==> src/rtl/openram_bist_controller_if.sv <==
// SRAM-side bus of the March-test sequencer: shared port-0/port-1 control,
// write data and per-macro chip selects out, captured read data back in.
interface openram_bist_controller_if #(
  parameter int ADDR_WIDTH  = 16,
  parameter int DATA_WIDTH  = 32,
  parameter int WMASK_WIDTH = 4,
  parameter int NUM_CHIPS   = 16
);
  logic [ADDR_WIDTH-1:0]  addr0;
  logic [DATA_WIDTH-1:0]  din0;
  logic                   web0;
  logic [WMASK_WIDTH-1:0] wmask0;
  logic [NUM_CHIPS-1:0]   csb0;
  logic [ADDR_WIDTH-1:0]  addr1;
  logic [NUM_CHIPS-1:0]   csb1;
  logic [DATA_WIDTH-1:0]  rdata0;
  logic [DATA_WIDTH-1:0]  rdata1;

  modport master (
    output addr0, din0, web0, wmask0, csb0, addr1, csb1,
    input  rdata0, rdata1
  );

  modport slave (
    input  addr0, din0, web0, wmask0, csb0, addr1, csb1,
    output rdata0, rdata1
  );
endinterface

==> src/rtl/openram_bist_controller.sv <==
// March C- BIST sequencer for one OpenRAM macro. Issues one access per cycle
// with registered bus outputs, tracks outstanding reads in a READ_LATENCY-deep
// pipeline and compares the captured read data against the expected value.
module openram_bist_controller #(
  parameter int ADDR_WIDTH   = 16,
  parameter int DATA_WIDTH   = 32,
  parameter int WMASK_WIDTH  = 4,
  parameter int NUM_CHIPS    = 16,
  parameter int READ_LATENCY = 2
) (
  input  logic                      clk,
  input  logic                      resetn,
  input  logic                      start,
  input  logic                      abort,
  input  logic [3:0]                chip_sel,
  input  logic [ADDR_WIDTH-1:0]     addr_max,
  input  logic [DATA_WIDTH-1:0]     pattern,
  input  logic                      dual_port,
  openram_bist_controller_if.master sram,
  output logic                      busy,
  output logic                      done,
  output logic                      pass,
  output logic [ADDR_WIDTH-1:0]     fail_addr,
  output logic [DATA_WIDTH-1:0]     fail_data,
  output logic [7:0]                fail_count
);

  typedef enum logic [3:0] {
    S_IDLE, S_M0, S_M1, S_M2, S_M3, S_M4, S_M5, S_DRAIN, S_DONE
  } state_t;

  typedef struct packed {
    logic                  v;
    logic                  port;
    logic [ADDR_WIDTH-1:0] addr;
    logic [DATA_WIDTH-1:0] expd;
  } rd_t;

  localparam logic [ADDR_WIDTH-1:0]   A_ONE     = {{(ADDR_WIDTH-1){1'b0}}, 1'b1};
  localparam logic [NUM_CHIPS-1:0]    SEL_ONE   = {{(NUM_CHIPS-1){1'b0}}, 1'b1};
  // every stage except the compare stage
  localparam logic [READ_LATENCY-1:0] PEND_MASK = {READ_LATENCY{1'b1}} >> 1;

  state_t                  st, st_n;
  logic [ADDR_WIDTH-1:0]   a, a_n, max_q, max_n;
  logic                    ph, ph_n;
  logic [3:0]              sel_q, sel_n;
  logic [DATA_WIDTH-1:0]   pat_q, pat_n;
  logic                    dp_q, dp_n;
  logic                    clear, flush;
  logic                    is_op, is_wr, is_rd, port1;
  logic [DATA_WIDTH-1:0]   wval, rexp;
  logic [NUM_CHIPS-1:0]    sel_oh;
  logic                    op_rd, op_port;
  logic [DATA_WIDTH-1:0]   op_exp;

  rd_t                     rd_pipe [READ_LATENCY];
  rd_t                     rd_in, rd_tail;
  logic [READ_LATENCY-1:0] pipe_v;
  logic [DATA_WIDTH-1:0]   cmp_data;
  logic                    miss;

  logic [ADDR_WIDTH-1:0]   addr0_n, addr1_n, fa_n;
  logic [DATA_WIDTH-1:0]   din0_n, fd_n;
  logic                    web0_n, busy_n, done_n, pass_n;
  logic [WMASK_WIDTH-1:0]  wmask0_n;
  logic [NUM_CHIPS-1:0]    csb0_n, csb1_n;
  logic [7:0]              fc_n;

  assign rd_in   = '{v: op_rd, port: op_port, addr: a, expd: op_exp};
  assign rd_tail = rd_pipe[READ_LATENCY-1];

  for (genvar g = 0; g < READ_LATENCY; g++) begin : g_pipe
    if (g == 0) begin : g_head
      // Head stage captures the read issued during the current cycle.
      always_ff @(posedge clk) begin
        if (!resetn || flush) rd_pipe[g] <= '0;
        else                  rd_pipe[g] <= rd_in;
      end
    end else begin : g_tail
      // Later stages age outstanding reads by one cycle.
      always_ff @(posedge clk) begin
        if (!resetn || flush) rd_pipe[g] <= '0;
        else                  rd_pipe[g] <= rd_pipe[g-1];
      end
    end
    assign pipe_v[g] = rd_pipe[g].v;
  end

  // Next element/address/phase, next bus access and compare bookkeeping.
  // Outputs are computed from the next state so the access is registered
  // on the same edge that enters it.
  always_comb begin
    st_n  = st;
    a_n   = a;
    ph_n  = ph;
    sel_n = sel_q;
    max_n = max_q;
    pat_n = pat_q;
    dp_n  = dp_q;
    clear = 1'b0;
    flush = 1'b0;

    case (st)
      S_IDLE, S_DONE: begin
        if (start) begin
          st_n  = S_M0;
          a_n   = '0;
          ph_n  = 1'b0;
          sel_n = chip_sel;
          max_n = addr_max;
          pat_n = pattern;
          dp_n  = dual_port;
          clear = 1'b1;
        end
      end
      default: begin
        if (abort) begin
          st_n  = S_IDLE;
          flush = 1'b1;
        end else begin
          case (st)
            S_M0: begin
              if (a == max_q) begin
                st_n = S_M1;
                a_n  = '0;
              end else begin
                a_n = a + A_ONE;
              end
            end
            S_M1, S_M2: begin
              ph_n = ~ph;
              if (ph) begin
                if (a != max_q) begin
                  a_n = a + A_ONE;
                end else if (st == S_M1) begin
                  st_n = S_M2;
                  a_n  = '0;
                end else begin
                  st_n = S_M3;
                  a_n  = max_q;
                end
              end
            end
            S_M3, S_M4: begin
              ph_n = ~ph;
              if (ph) begin
                if (a != '0) begin
                  a_n = a - A_ONE;
                end else begin
                  st_n = (st == S_M3) ? S_M4 : S_M5;
                  a_n  = max_q;
                end
              end
            end
            S_M5: begin
              if (a != '0) a_n = a - A_ONE;
              else         st_n = S_DRAIN;
            end
            S_DRAIN: begin
              // the tail entry is compared on this same edge
              if (!(|(pipe_v & PEND_MASK))) st_n = S_DONE;
            end
            default: st_n = S_IDLE;
          endcase
        end
      end
    endcase

    is_op  = st_n inside {S_M0, S_M1, S_M2, S_M3, S_M4, S_M5};
    is_wr  = (st_n == S_M0) || (ph_n && (st_n inside {S_M1, S_M2, S_M3, S_M4}));
    is_rd  = is_op && !is_wr;
    port1  = (st_n == S_M5) && dp_n;
    wval   = (st_n inside {S_M1, S_M3}) ? ~pat_n : pat_n;
    rexp   = (st_n inside {S_M2, S_M4}) ? ~pat_n : pat_n;
    sel_oh = SEL_ONE << sel_n;

    csb0_n   = (is_op && !port1) ? ~sel_oh : '1;
    csb1_n   = (is_rd && port1)  ? ~sel_oh : '1;
    addr0_n  = (is_op && !port1) ? a_n : sram.addr0;
    addr1_n  = (is_rd && port1)  ? a_n : sram.addr1;
    web0_n   = !is_wr;
    din0_n   = is_wr ? wval : sram.din0;
    wmask0_n = is_wr ? '1 : sram.wmask0;

    cmp_data = rd_tail.port ? sram.rdata1 : sram.rdata0;
    miss     = rd_tail.v && !flush && (cmp_data != rd_tail.expd);
    fa_n     = fail_addr;
    fd_n     = fail_data;
    fc_n     = fail_count;
    if (clear) begin
      fa_n = '0;
      fd_n = '0;
      fc_n = '0;
    end else if (miss) begin
      if (fail_count == 8'd0) begin
        fa_n = rd_tail.addr;
        fd_n = cmp_data;
      end
      if (fail_count != 8'hFF) fc_n = fail_count + 8'd1;
    end

    busy_n = is_op || (st_n == S_DRAIN);
    done_n = (st_n == S_DONE);
    pass_n = done_n && (fc_n == 8'd0);
  end

  // State, latched test setup, registered bus outputs and status.
  always_ff @(posedge clk) begin
    if (!resetn) begin
      st          <= S_IDLE;
      a           <= '0;
      ph          <= 1'b0;
      sel_q       <= '0;
      max_q       <= '0;
      pat_q       <= '0;
      dp_q        <= 1'b0;
      op_rd       <= 1'b0;
      op_port     <= 1'b0;
      op_exp      <= '0;
      sram.addr0  <= '0;
      sram.addr1  <= '0;
      sram.din0   <= '0;
      sram.web0   <= 1'b1;
      sram.wmask0 <= '0;
      sram.csb0   <= '1;
      sram.csb1   <= '1;
      busy        <= 1'b0;
      done        <= 1'b0;
      pass        <= 1'b0;
      fail_addr   <= '0;
      fail_data   <= '0;
      fail_count  <= '0;
    end else begin
      st          <= st_n;
      a           <= a_n;
      ph          <= ph_n;
      sel_q       <= sel_n;
      max_q       <= max_n;
      pat_q       <= pat_n;
      dp_q        <= dp_n;
      op_rd       <= is_rd;
      op_port     <= port1;
      op_exp      <= rexp;
      sram.addr0  <= addr0_n;
      sram.addr1  <= addr1_n;
      sram.din0   <= din0_n;
      sram.web0   <= web0_n;
      sram.wmask0 <= wmask0_n;
      sram.csb0   <= csb0_n;
      sram.csb1   <= csb1_n;
      busy        <= busy_n;
      done        <= done_n;
      pass        <= pass_n;
      fail_addr   <= fa_n;
      fail_data   <= fd_n;
      fail_count  <= fc_n;
    end
  end

endmodule

==> src/flat_wrapper.sv <==
// flat-port wrapper written by rule: the top's interface ports become plain ports
module openram_bist_controller_flat 
#(
  parameter int ADDR_WIDTH   = 16,
  parameter int DATA_WIDTH   = 32,
  parameter int WMASK_WIDTH  = 4,
  parameter int NUM_CHIPS    = 16,
  parameter int READ_LATENCY = 2
)
  (clk, resetn, start, abort, chip_sel, addr_max, pattern, dual_port, busy, done, pass, fail_addr, fail_data, fail_count, sram_addr0, sram_din0, sram_web0, sram_wmask0, sram_csb0, sram_addr1, sram_csb1, sram_rdata0, sram_rdata1);
  openram_bist_controller_if #(.ADDR_WIDTH(ADDR_WIDTH), .DATA_WIDTH(DATA_WIDTH), .WMASK_WIDTH(WMASK_WIDTH), .NUM_CHIPS(NUM_CHIPS)) sram_i ();
  input  logic clk;
  input  logic resetn;
  input  logic start;
  input  logic abort;
  input  logic [3:0] chip_sel;
  input  logic [ADDR_WIDTH-1:0] addr_max;
  input  logic [DATA_WIDTH-1:0] pattern;
  input  logic dual_port;
  output logic busy;
  output logic done;
  output logic pass;
  output logic [ADDR_WIDTH-1:0] fail_addr;
  output logic [DATA_WIDTH-1:0] fail_data;
  output logic [7:0] fail_count;
  output wire logic [$bits(sram_i.addr0)-1:0] sram_addr0;
  output wire logic [$bits(sram_i.din0)-1:0] sram_din0;
  output wire logic [$bits(sram_i.web0)-1:0] sram_web0;
  output wire logic [$bits(sram_i.wmask0)-1:0] sram_wmask0;
  output wire logic [$bits(sram_i.csb0)-1:0] sram_csb0;
  output wire logic [$bits(sram_i.addr1)-1:0] sram_addr1;
  output wire logic [$bits(sram_i.csb1)-1:0] sram_csb1;
  input wire logic [$bits(sram_i.rdata0)-1:0] sram_rdata0;
  input wire logic [$bits(sram_i.rdata1)-1:0] sram_rdata1;
  assign sram_addr0 = sram_i.addr0;
  assign sram_din0 = sram_i.din0;
  assign sram_web0 = sram_i.web0;
  assign sram_wmask0 = sram_i.wmask0;
  assign sram_csb0 = sram_i.csb0;
  assign sram_addr1 = sram_i.addr1;
  assign sram_csb1 = sram_i.csb1;
  assign sram_i.rdata0 = sram_rdata0;
  assign sram_i.rdata1 = sram_rdata1;
  openram_bist_controller #(.ADDR_WIDTH(ADDR_WIDTH), .DATA_WIDTH(DATA_WIDTH), .WMASK_WIDTH(WMASK_WIDTH), .NUM_CHIPS(NUM_CHIPS), .READ_LATENCY(READ_LATENCY)) u_core (.clk(clk), .resetn(resetn), .start(start), .abort(abort), .chip_sel(chip_sel), .addr_max(addr_max), .pattern(pattern), .dual_port(dual_port), .sram(sram_i), .busy(busy), .done(done), .pass(pass), .fail_addr(fail_addr), .fail_data(fail_data), .fail_count(fail_count));
endmodule
==> config.mk <==
export PLATFORM = sky130hd
export DESIGN_NAME = openram_bist_controller_flat
export DESIGN_NICKNAME = d
export VERILOG_FILES = /design/src/rtl/openram_bist_controller_if.sv /design/src/rtl/openram_bist_controller.sv /design/src/flat_wrapper.sv
export SDC_FILE = /design/constraint.sdc
export NUM_CORES = 1
export LEC_CHECK = 0
export CORE_MARGIN = 3
export CORE_UTILIZATION = 40
export DETAILED_ROUTE_END_ITERATION = 10
export PLACE_DENSITY = 0.64
export SLEW_MARGIN = 30
export SYNTH_ARGS = -nofsm -noshare
export SYNTH_HDL_FRONTEND = slang
export SYNTH_SLANG_ARGS = --single-unit
==> constraint.sdc <==
create_clock -name clk -period 3.9 [get_ports clk]
set_clock_uncertainty 0.05 [all_clocks]
set_input_delay 0.78 -clock clk [delete_from_list [all_inputs] [get_ports clk]]
set_output_delay 0.78 -clock clk [all_outputs]
set_load 0.1 [all_outputs]
==> results of run 1 <==
[power by group through the flow]
stage | Clock [mW] | Combinational, mW | Sequential, mW
finish | 3.88 | 0.904 | 3.88
global route | 4.14 | 0.973 | 3.89
CTS | 3.98 | 0.905 | 3.88
detailed placement | 0 | 0.901 | 3.96
global placement | 0 | 0.894 | 3.96
floorplan | 0 | 0.430 | 4.10
[metal layers]
metal / share of wire [%] / up-vias
met1: 47 / 5703
met3: 7.8 / 70
met2: 42 / 430
met4: 2.6 / 0
met5: 0 / -
li1: - / 6083
[sequential cells by signal (all words and copies together) (netlist names), 4 cells and up]
| signal | cells |
|---|---|
| u_core.a | 16 |
| u_core.fail_addr | 16 |
| u_core.fail_count | 8 |
| u_core.fail_data | 32 |
| u_core.max_q | 16 |
| u_core.op_exp | 32 |
| u_core.pat_q | 32 |
| u_core.rd_pipe | 100 |
| u_core.sel_q | 4 |
| u_core.sram.addr0 | 16 |
| u_core.sram.addr1 | 16 |
| u_core.sram.csb0 | 16 |
| u_core.sram.csb1 | 16 |
| u_core.sram.din0 | 32 |
| u_core.st | 4 |
[synth_stat cells (10+ instances only)]
cell,number,share of area [%]
a21boi_0,33,1.7
mux2i_1,89,6.1
dfxtp_1,365,50
nand2b_1,11,0.47
nor4_1,14,0.60
a211oi_1,43,2.2
nor2_1,194,5.0
inv_1,20,0.51
and2_1,113,4.8
nand3_1,33,1.1
clkbuf_1,103,2.6
o31ai_1,10,0.51
nand2_1,161,4.1
nand4_1,10,0.43
or3_1,39,1.7
nor3_1,58,2.0
o21ai_0,34,1.2
a21oi_1,81,2.8
xnor2_1,88,5.2
[path summary, 6_finish.rpt]
check	start	slack [ns]	end
max	u_core.a[0]$_SDFF_PN0_	0.11	u_core.sram.addr0[6]$_SDFFE_PN0P_
min	u_core.rd_pipe[0][21]$_SDFF_PP0_	0.37	u_core.rd_pipe[1][21]$_SDFF_PP0_
max reg2reg	u_core.a[0]$_SDFF_PN0_	0.11	u_core.sram.addr0[6]$_SDFFE_PN0P_
min reg2reg	u_core.rd_pipe[0][21]$_SDFF_PP0_	0.37	u_core.rd_pipe[1][21]$_SDFF_PP0_
[per-stage QoR]
step | TNS [ns] | setup slack, ns | util (%)
after floorplan | 0 | 0.00169 | -
after global placement | 0 | 0.110 | 50.7
after detailed placement | 0 | 0.0460 | 50.7
after CTS | 0 | 0.0775 | 54.5
after global routing | -0.0555 | -0.0317 | 54.6
final | 0 | 0.107 | 54.6
[logic make-up (layout without fill, tap and decap cells)]
logic type	count (synthesis)	in the layout
AND/OR/NAND/NOR	669	669
flip-flops	365	365
AO/OA/AOI/OAI	267	267
buffers and inverters	147	441
XOR/XNOR	91	91
multiplexers	91	91
adder cells (fa/ha/maj)	4	4
other	0	1
[critical path, stage by stage, from the launching register on]
cell	delay [ns]
dfxtp_1	0.31
inv_2	0.09
ha_2	0.17
or3b_2	0.46
or4b_4	0.50
or2_1	0.28
o311a_1	0.35
o32a_1	0.43
buf_4	0.24
a221oi_4	0.33
buf_12	0.23
nand3_1	0.11
o21ai_0	0.12
[cell type report]
class                      count  area, µm²  area share (%)
sequential                   365       7310            37.3
multi-input combinational   1122       6860            35.0
timing repair buffer         349       3400            17.4
clock buffer                  52       1100            5.59
tap                          461        577            2.94
clock inverter                20        274            1.40
inverter                      20       77.6           0.396
antenna                        1       2.50          0.0128
[timing repair]
item	CTS	global route
setup endpoints to repair	0	8
hold endpoints to repair	0	0
gates resized for setup	0	4
==> run summary, run 1 <==
Yosys warnings = 0
P_sw = 2.20 mW
DP Wirelength = 30.7 mm
Via/cell ratio = 5.14
Sink Count = 365
Sequential cell fraction of total power = 44.8%
Worst slew pin tran = 1.03 ns
Post-synthesis simple-gate area fraction = 22.0%
Synth Flop Type = dfxtp_1
Worst EP required = 4.32 ns
Initial antenna violation count = 1
Peak supply drop = 370 µV
Cells on Worst Hold Path = 1
Initial Utilization = 41.0%
I/O pin cnt = 281
Synth Cell Area = 14700 µm²
Met2 Use GR = 31.1%
Core Footprint = 35900 µm²
Critical path class = flop to flop
Design area = 19600 µm²
Synth Register Bits = 365
Fraction of layout cells with a size suffix above 1 = 8.61%
Fillers = 3265
Max cap viols = 0
Pin count of the biggest net entering global routing = 95
Hold Path Class = flop to flop
Max Slew Vio Count = 0
# rows = 69
First-pass GRT wire length = 66.9 mm
Width of the die = 198 µm
Net Sw Frac = 25.4%
Global Route Usage Sum = 21.4%
Period utilization = 97.2%
Final Wtd Congestion = 0.891
Fin Hold WS = 0.365 ns
DRT antenna net count = 0
Pint = 6.47 mW
Clk pwr share = 44.8%
WL/cell = 17.9 µm
Vias in the first global route = 12000
Arrival time at the worst endpoint = 4.21 ns
Root Buffer = clkbuf_16
Seq/Total Area, Yosys = 49.7%
Post-synthesis mux area share = 6.21%
RSZ-0062 raised after global routing = true
Outcome = completed
Setup bufs post-CTS = 0
Synth-to-layout area growth = 33.2%
Port Buffers = 280
Total CTS buffers = 40
Initial DRC Count = 878
Asr flop ratio synth = 0%
GRT overflow = 0
XOR/XNOR Fraction of Synth Area = 5.42%
Gate count of the mapped netlist = 1634
FMAX = 264 MHz
Critical path startpoint category = flop
Library cells used by synthesis = 72
Die footprint = 39100 µm²
# setup viols final = 0
GR Layer Usage met3 = 5.60%
Commonest cells after routing, fill and taps aside = 364 x dfxtp_1, 277 x clkdlybuf4s50_1, 194 x nor2_1
WL final = 42.8 mm
Most common library cell in the layout ignoring fill and taps = dfxtp_1
Leak Pwr = 7.18 nW
Combinational Power Share = 10.4%
Hold buffer count at cts = 0
Tmin final = 3.79 ns
Post-synthesis compound-gate area fraction = 12.1%
Gr busiest metal = met2
Drt pass-1 iters = 7
Vias = 12300
Power per cell area = 442 nW/µm²
CP Max Fanout = 37
R2R cell count = 12
Placed insts = 2317
Non-filler cells, final = 2390
Avg Inst Size Synth = 9.00 µm²
Clk buf depth = 3
Syn_nets = 1759
Worst-path clk slew = 0.06 ns
Remaining DRCs = 0
Total Nets Final = 2023
Main combinational cell family by area after synthesis = simple AND/OR/NAND/NOR gates
Grt met1 use = 30.6%
Clock latency on the worst-skew pair = 0.57 ns
Worst setup EP type = flop
CTS tree = yes
Hold Violations, Final = 0
Placed cell areas = 18200 µm²
Number of synthesized flops with an enable pin = 0
Slew HR = 31.0%
Chip height = 198 µm
H-tree depth = 2
Total Power = 8.66 mW
Post-synthesis adder-cell area fraction = 0.340%
Note: power is estimated with default switching activity, not from simulation.
==> run 2: changes to the inputs <==
- GPL_TIMING_DRIVEN: default -> 0
==> run summary, run 2 (same netlist as run 1, synthesis figures left out) <==
Core Footprint = 35900 µm² (unchanged)
Period utilization = 97.7% (+0.49 points)
Outcome = completed
First-pass GRT wire length = 71.0 mm (+6.3%)
Non-filler cells, final = 2461 (+3.0%)
Worst slew pin tran = 1.03 ns (+0.00284 ns)
Critical path startpoint category = flop
DP Wirelength = 34.8 mm (+13%)
GRT overflow = 0 (unchanged)
Met2 Use GR = 35.9% (+4.8 points)
Tmin final = 3.81 ns (+0.0191 ns)
Design area = 19800 µm² (+1.0%)
GR Layer Usage met3 = 5.60% (unchanged)
Clock latency on the worst-skew pair = 0.53 ns (-0.04 ns)
Gr busiest metal = met2
PnR worst setup slack = 0.0883 ns (-0.0191 ns)
Fraction of layout cells with a size suffix above 1 = 8.35% (-0.26 points)
# setup viols final = 0 (unchanged)
Hold buffer count at cts = 0 (unchanged)
Arrival time at the worst endpoint = 4.16 ns (-0.05 ns)
Pre-CTS setup slack = -0.774 ns (-0.820 ns)
Width of the die = 198 µm (unchanged)
I/O pin cnt = 281 (unchanged)
Finished Core Util = 55.1% (+0.55 points)
CTS tree = yes
RSZ-0062 raised after global routing = true
WL final = 46.1 mm (+7.9%)
DRT antenna net count = 0 (unchanged)
Die footprint = 39100 µm² (unchanged)
Grt met1 use = 32.0% (+1.4 points)
Clk pwr share = 43.8% (-1.0 points)
Initial DRC Count = 753 (-14%)
Net Sw Frac = 25.2% (-0.14 points)
Final Wtd Congestion = 0.922 (+3.5%)
Commonest cells after routing, fill and taps aside = 361 x dfxtp_1, 274 x clkdlybuf4s50_1, 193 x nor2_1
Hold Violations, Final = 0 (unchanged)
Total Nets Final = 2095 (+3.6%)
Worst path cell trace = inv_4 -> ha_4 -> or3b_4 -> or4b_4 -> or2_1 -> buf_6 -> o311a_4 -> o32a_1 -> nor3_2 -> a221oi_4 -> buf_12 -> buf_6 -> or4b_4
Top reg by flops = u_core.rd_pipe
Root Buffer = clkbuf_16
Setup_tns = 0 ns (unchanged)
Global Route Usage Sum = 23.0% (+1.6 points)
Max reg flops = 100 (unchanged)
Via/cell ratio = 5.14 (about the same)
Sink Count = 365 (unchanged)
Max Slew Vio Count = 0 (unchanged)
Remaining DRCs = 0 (unchanged)
Chip height = 198 µm (unchanged)
Synth-to-layout area growth = 34.6%
FMAX = 262 MHz (-0.50%)
CP Max Fanout = 6 (-84%)
WL/cell = 18.8 µm (+4.7%)
Peak supply drop = 376 µV (+1.5%)
Critical path's slowest cell = or4b_4
P_sw = 2.17 mW (-1.2%)
Combinational Power Share = 11.2% (+0.8 points)
Port Buffers = 280 (unchanged)
Hold Path Class = flop to flop
Leak Pwr = 7.22 nW (+0.57%)
Worst EP required = 4.25 ns (-0.07 ns)
H-tree depth = 2 (unchanged)
Worst-path clk slew = 0.06 ns (about the same)
Slew HR = 30.8% (-0.19 points)
Worst setup EP type = flop
Drt pass-1 iters = 5 (-2)
Sequential cell fraction of total power = 45.0% (+0.2 points)
Critical path class = flop to flop
Placed cell areas = 18100 µm² (-0.61%)
Fillers = 3319 (+1.7%)
Initial Utilization = 41.0% (unchanged)
CP max stage delay = 0.55 ns (+0.05 ns)
Vias = 12700 (+3.0%)
Initial antenna violation count = 1 (unchanged)
Max cap viols = 0 (unchanged)
Total CTS buffers = 39 (-2.5%)
Placed insts = 2375 (+2.5%)
Pint = 6.44 mW (-0.41%)
Most common library cell in the layout ignoring fill and taps = dfxtp_1
Power per cell area = 435 nW/µm² (-1.6%)
Clk buf depth = 3 (unchanged)
Vias in the first global route = 12300 (+3.2%)
Pin count of the biggest net entering global routing = 15 (-84%)
# rows = 69 (unchanged)
## run 2: cell types whose count changed in the layout (fill, tap and decap cells not counted), moves of 5 or more
| cell | before | now |
|---|---|---|
| clkbuf_1 | 7 | 83 |
| buf_4 | 60 | 19 |
| clkbuf_2 | 0 | 17 |
| buf_6 | 2 | 11 |
| buf_2 | 3 | 10 |
| clkbuf_4 | 0 | 5 |
## run 2: area by class of cell
class,instances,area [µm²],share of cell area (%)
Sequential cell,365,7320,37.0
Multi-Input combinational cell,1122,6920,34.9
Timing Repair Buffer,301,2970,15.0
Clock buffer,50,1080,5.44
Buffer,121,596,3.01
Tap cell,461,577,2.91
Clock inverter,20,260,1.31
Inverter,20,80.1,0.404
Antenna cell,1,2.50,0.0126
## run 2: per-stage QoR
stage,hold slack [ns],power (mW)
final,0.373,8.61
after global routing,0.383,8.92
after CTS,0.376,8.68
after detailed placement,0.362,4.88
after global placement,0.362,4.87
after floorplan,0.356,4.53
## run 2: power by group through the flow
stage	Combinational [mW]	Sequential, mW	Clock [mW]
global route	1.03	3.88	4.00
detailed placement	0.922	3.96	0
CTS	0.945	3.88	3.86
global placement	0.915	3.96	0
finish	0.961	3.88	3.77
floorplan	0.430	4.10	0
## run 2: critical path, delay by kind of cell (launching register included)
family	cells	cell delay (ns)
adder cells (fa/ha/maj)	1	0.12
buffers and inverters	4	0.47
AO/OA/AOI/OAI	3	0.79
AND/OR/NAND/NOR	5	1.90
flip-flops	1	0.35
## run 2: layer usage
layer | up-vias | routed length [µm]
met5 | - | 0
met4 | 0 | 1000
met3 | 72 | 3830
met2 | 488 | 20400
met1 | 5840 | 20900
li1 | 6251 | -
## run 2: timing repair
item	CTS	global route
hold endpoints to repair	0	0
cloned	1	0
pin swaps	7	9
resized for setup	40	35
endpoints found under the setup margin	186	92
setup buffers	7	13
## run 2: path summary, 6_finish.rpt
kind | start | end | slack, ns | cells past startpoint
worst max-delay path | u_core.a[1]$_SDFF_PN0_ | u_core.sram.csb0[6]$_SDFF_PN1_ | 0.09 | 13
worst min-delay path | u_core.rd_pipe[0][13]$_SDFF_PP0_ | u_core.rd_pipe[1][13]$_SDFF_PP0_ | 0.37 | 1
worst max register to register | u_core.a[1]$_SDFF_PN0_ | u_core.sram.csb0[6]$_SDFF_PN1_ | 0.09 | 13
worst min register to register | u_core.rd_pipe[0][13]$_SDFF_PP0_ | u_core.rd_pipe[1][13]$_SDFF_PP0_ | 0.37 | 1
==> run 3: changes to the inputs <==
- PLACE_DENSITY: 0.64 -> 0.61
- clock period: 3.9 -> 4.3 ns (I/O delays scaled with it)
==> run summary, run 3 (same netlist as run 1, synthesis figures left out) <==
Critical path's slowest cell = or4b_4
Slew HR = 31.7% (+0.94 points)
Leak Pwr = 7.07 nW (-2.1%)
Power per cell area = 396 nW/µm² (-8.9%)
Max Slew Vio Count = 0 (unchanged)
Core Footprint = 35900 µm² (unchanged)
Most used cell, CP = buf_4
Buffers & Inverters on Critical Path = 4 (unchanged)
First-pass GRT wire length = 69.7 mm (-1.9%)
Die footprint = 39100 µm² (unchanged)
Remaining DRCs = 0 (unchanged)
Chip height = 198 µm (unchanged)
Drt pass-1 iters = 5 (unchanged)
Fraction of layout cells with a size suffix above 1 = 6.75% (-1.6 points)
Via/cell ratio = 5.12 (-0.45%)
Worst EP required = 4.67 ns (+0.42 ns)
Critical path startpoint category = flop
Arrival time at the worst endpoint = 4.55 ns (+0.39 ns)
H-tree depth = 2 (unchanged)
WL/cell = 18.7 µm (-0.41%)
Hold Path Class = flop to flop
I/O pin cnt = 281 (unchanged)
Total Nets Final = 2082 (-0.62%)
Tmin final = 4.19 ns (+0.377 ns)
Synth-to-layout area growth = 32.5%
Initial antenna violation count = 2 (+1)
Port Buffers = 280 (unchanged)
Initial Utilization = 41.0% (unchanged)
Outcome = completed
Global Route Usage Sum = 22.6% (-0.35 points)
CP Max Fanout = 8 (+2)
Hold buffer count at cts = 0 (unchanged)
Vias in the first global route = 11900 (-3.9%)
WL final = 45.7 mm (-0.94%)
Pre-CTS setup slack = -0.525 ns (+0.249 ns)
Final Wtd Congestion = 0.936 (+1.5%)
Fillers = 3321 (+0.060%)
Root Buffer = clkbuf_16
Crit path max-delay family = simple AND/OR/NAND/NOR gates
DRT antenna net count = 0 (unchanged)
Critical path class = flop to flop
# rows = 69 (unchanged)
PnR worst setup slack = 0.112 ns (+0.0234 ns)
Width of the die = 198 µm (unchanged)
CP max stage delay = 0.55 ns (about the same)
Pin count of the biggest net entering global routing = 15 (unchanged)
CTS tree = yes
Period utilization = 97.4% (-0.33 points)
# setup viols final = 0 (unchanged)
Commonest cells after routing, fill and taps aside = 362 x dfxtp_1, 270 x clkdlybuf4s50_1, 194 x nor2_1
Max reg flops = 100 (unchanged)
Worst-path clk slew = 0.07 ns (about the same)
Vias = 12500 (-0.98%)
Most common library cell in the layout ignoring fill and taps = dfxtp_1
Sink Count = 365 (unchanged)
Initial DRC Count = 802 (+6.5%)
GRT overflow = 0 (unchanged)
Peak supply drop = 305 µV (-19%)
DP Wirelength = 34.8 mm (-0.17%)
Worst path cell trace = inv_2 -> ha_4 -> or3b_4 -> or4b_4 -> or2_1 -> buf_2 -> o311a_1 -> o32a_1 -> nor3_2 -> a221oi_4 -> buf_4 -> buf_4 -> or4b_1
Top reg by flops = u_core.rd_pipe
Total Power = 7.72 mW (-10%)
Worst setup EP type = flop
FMAX = 239 MHz (-9.0%)
Total CTS buffers = 40 (+2.6%)
Worst slew pin tran = 1.02 ns (-0.0141 ns)
Hold Violations, Final = 0 (unchanged)
Clk buf depth = 3 (unchanged)
Max cap viols = 0 (unchanged)
Clock latency on the worst-skew pair = 0.55 ns (+0.02 ns)
## run 3: changes by cell type in the layout (fill, tap and decap cells not counted), sizes merged, moves of 2 or more
cell	previous run	this run
diode	1	3
clkinvlp	2	0
buf	48	36
clkdlybuf4s50	274	270
bufinv	4	2
clkbuf	150	157
## run 3: layout make-up
class	instances	area, µm²	area share (%)
Antenna cell	3	7.51	0.0385
Clock inverter	14	139	0.713
Inverter	20	75.1	0.385
Multi-Input combinational cell	1122	6890	35.3
Sequential cell	365	7310	37.5
Clock buffer	55	1150	5.90
Timing Repair Buffer	286	2800	14.3
Tap cell	461	577	2.96
Buffer	122	544	2.79
## run 3: what timing repair did
item                                    in CTS  in global routing
endpoints found under the setup margin     135                130
buffers inserted                             2                  3
cloned                                       0                  1
resized for setup                           13                 25
pin swaps                                    1                  2
## run 3: metal layers
layer	wire [µm]	track usage (%)	share of wire, %	vias to the layer above
met5	0	0	0	-
met4	827	5.82	1.8	0
met3	3750	6.45	8.2	60
met2	19800	34.3	43	419
met1	21300	31.8	47	5821
li1	-	-	-	6227
## run 3: stage by stage
| step | std cells | util [%] | cell area (µm²) | hold slack, ns | setup TNS [ns] |
|---|---|---|---|---|---|
| after floorplan | 1634 | - | 14700 | 0.356 | 0 |
| after global placement | 2375 | 50.4 | 18100 | 0.358 | -54.24 |
| after detailed placement | 2375 | 50.4 | 18100 | 0.360 | -47.59 |
| after CTS | 2444 | 54.1 | 19400 | 0.373 | 0 |
| after global routing | 2447 | 54.2 | 19500 | 0.382 | -0.0188 |
| final | 2448 | 54.3 | 19500 | 0.370 | 0 |
## run 3: worst paths after layout
kind,startpoint,endpoint,slack [ns],cells past startpoint
min reg2reg,u_core.rd_pipe[0][30]$_SDFF_PP0_,u_core.rd_pipe[1][30]$_SDFF_PP0_,0.37,1
max,u_core.a[0]$_SDFF_PN0_,u_core.sram.csb0[6]$_SDFF_PN1_,0.11,13
min,u_core.rd_pipe[0][30]$_SDFF_PP0_,u_core.rd_pipe[1][30]$_SDFF_PP0_,0.37,1
max reg2reg,u_core.a[0]$_SDFF_PN0_,u_core.sram.csb0[6]$_SDFF_PN1_,0.11,13
## run 3: power by group
| group | total [mW] | internal [mW] | switching [mW] |
|---|---|---|---|
| clock network | 3.36 | 1.99 | 1.36 |
| registers | 3.52 | 3.48 | 0.0422 |
| logic | 0.848 | 0.314 | 0.534 |
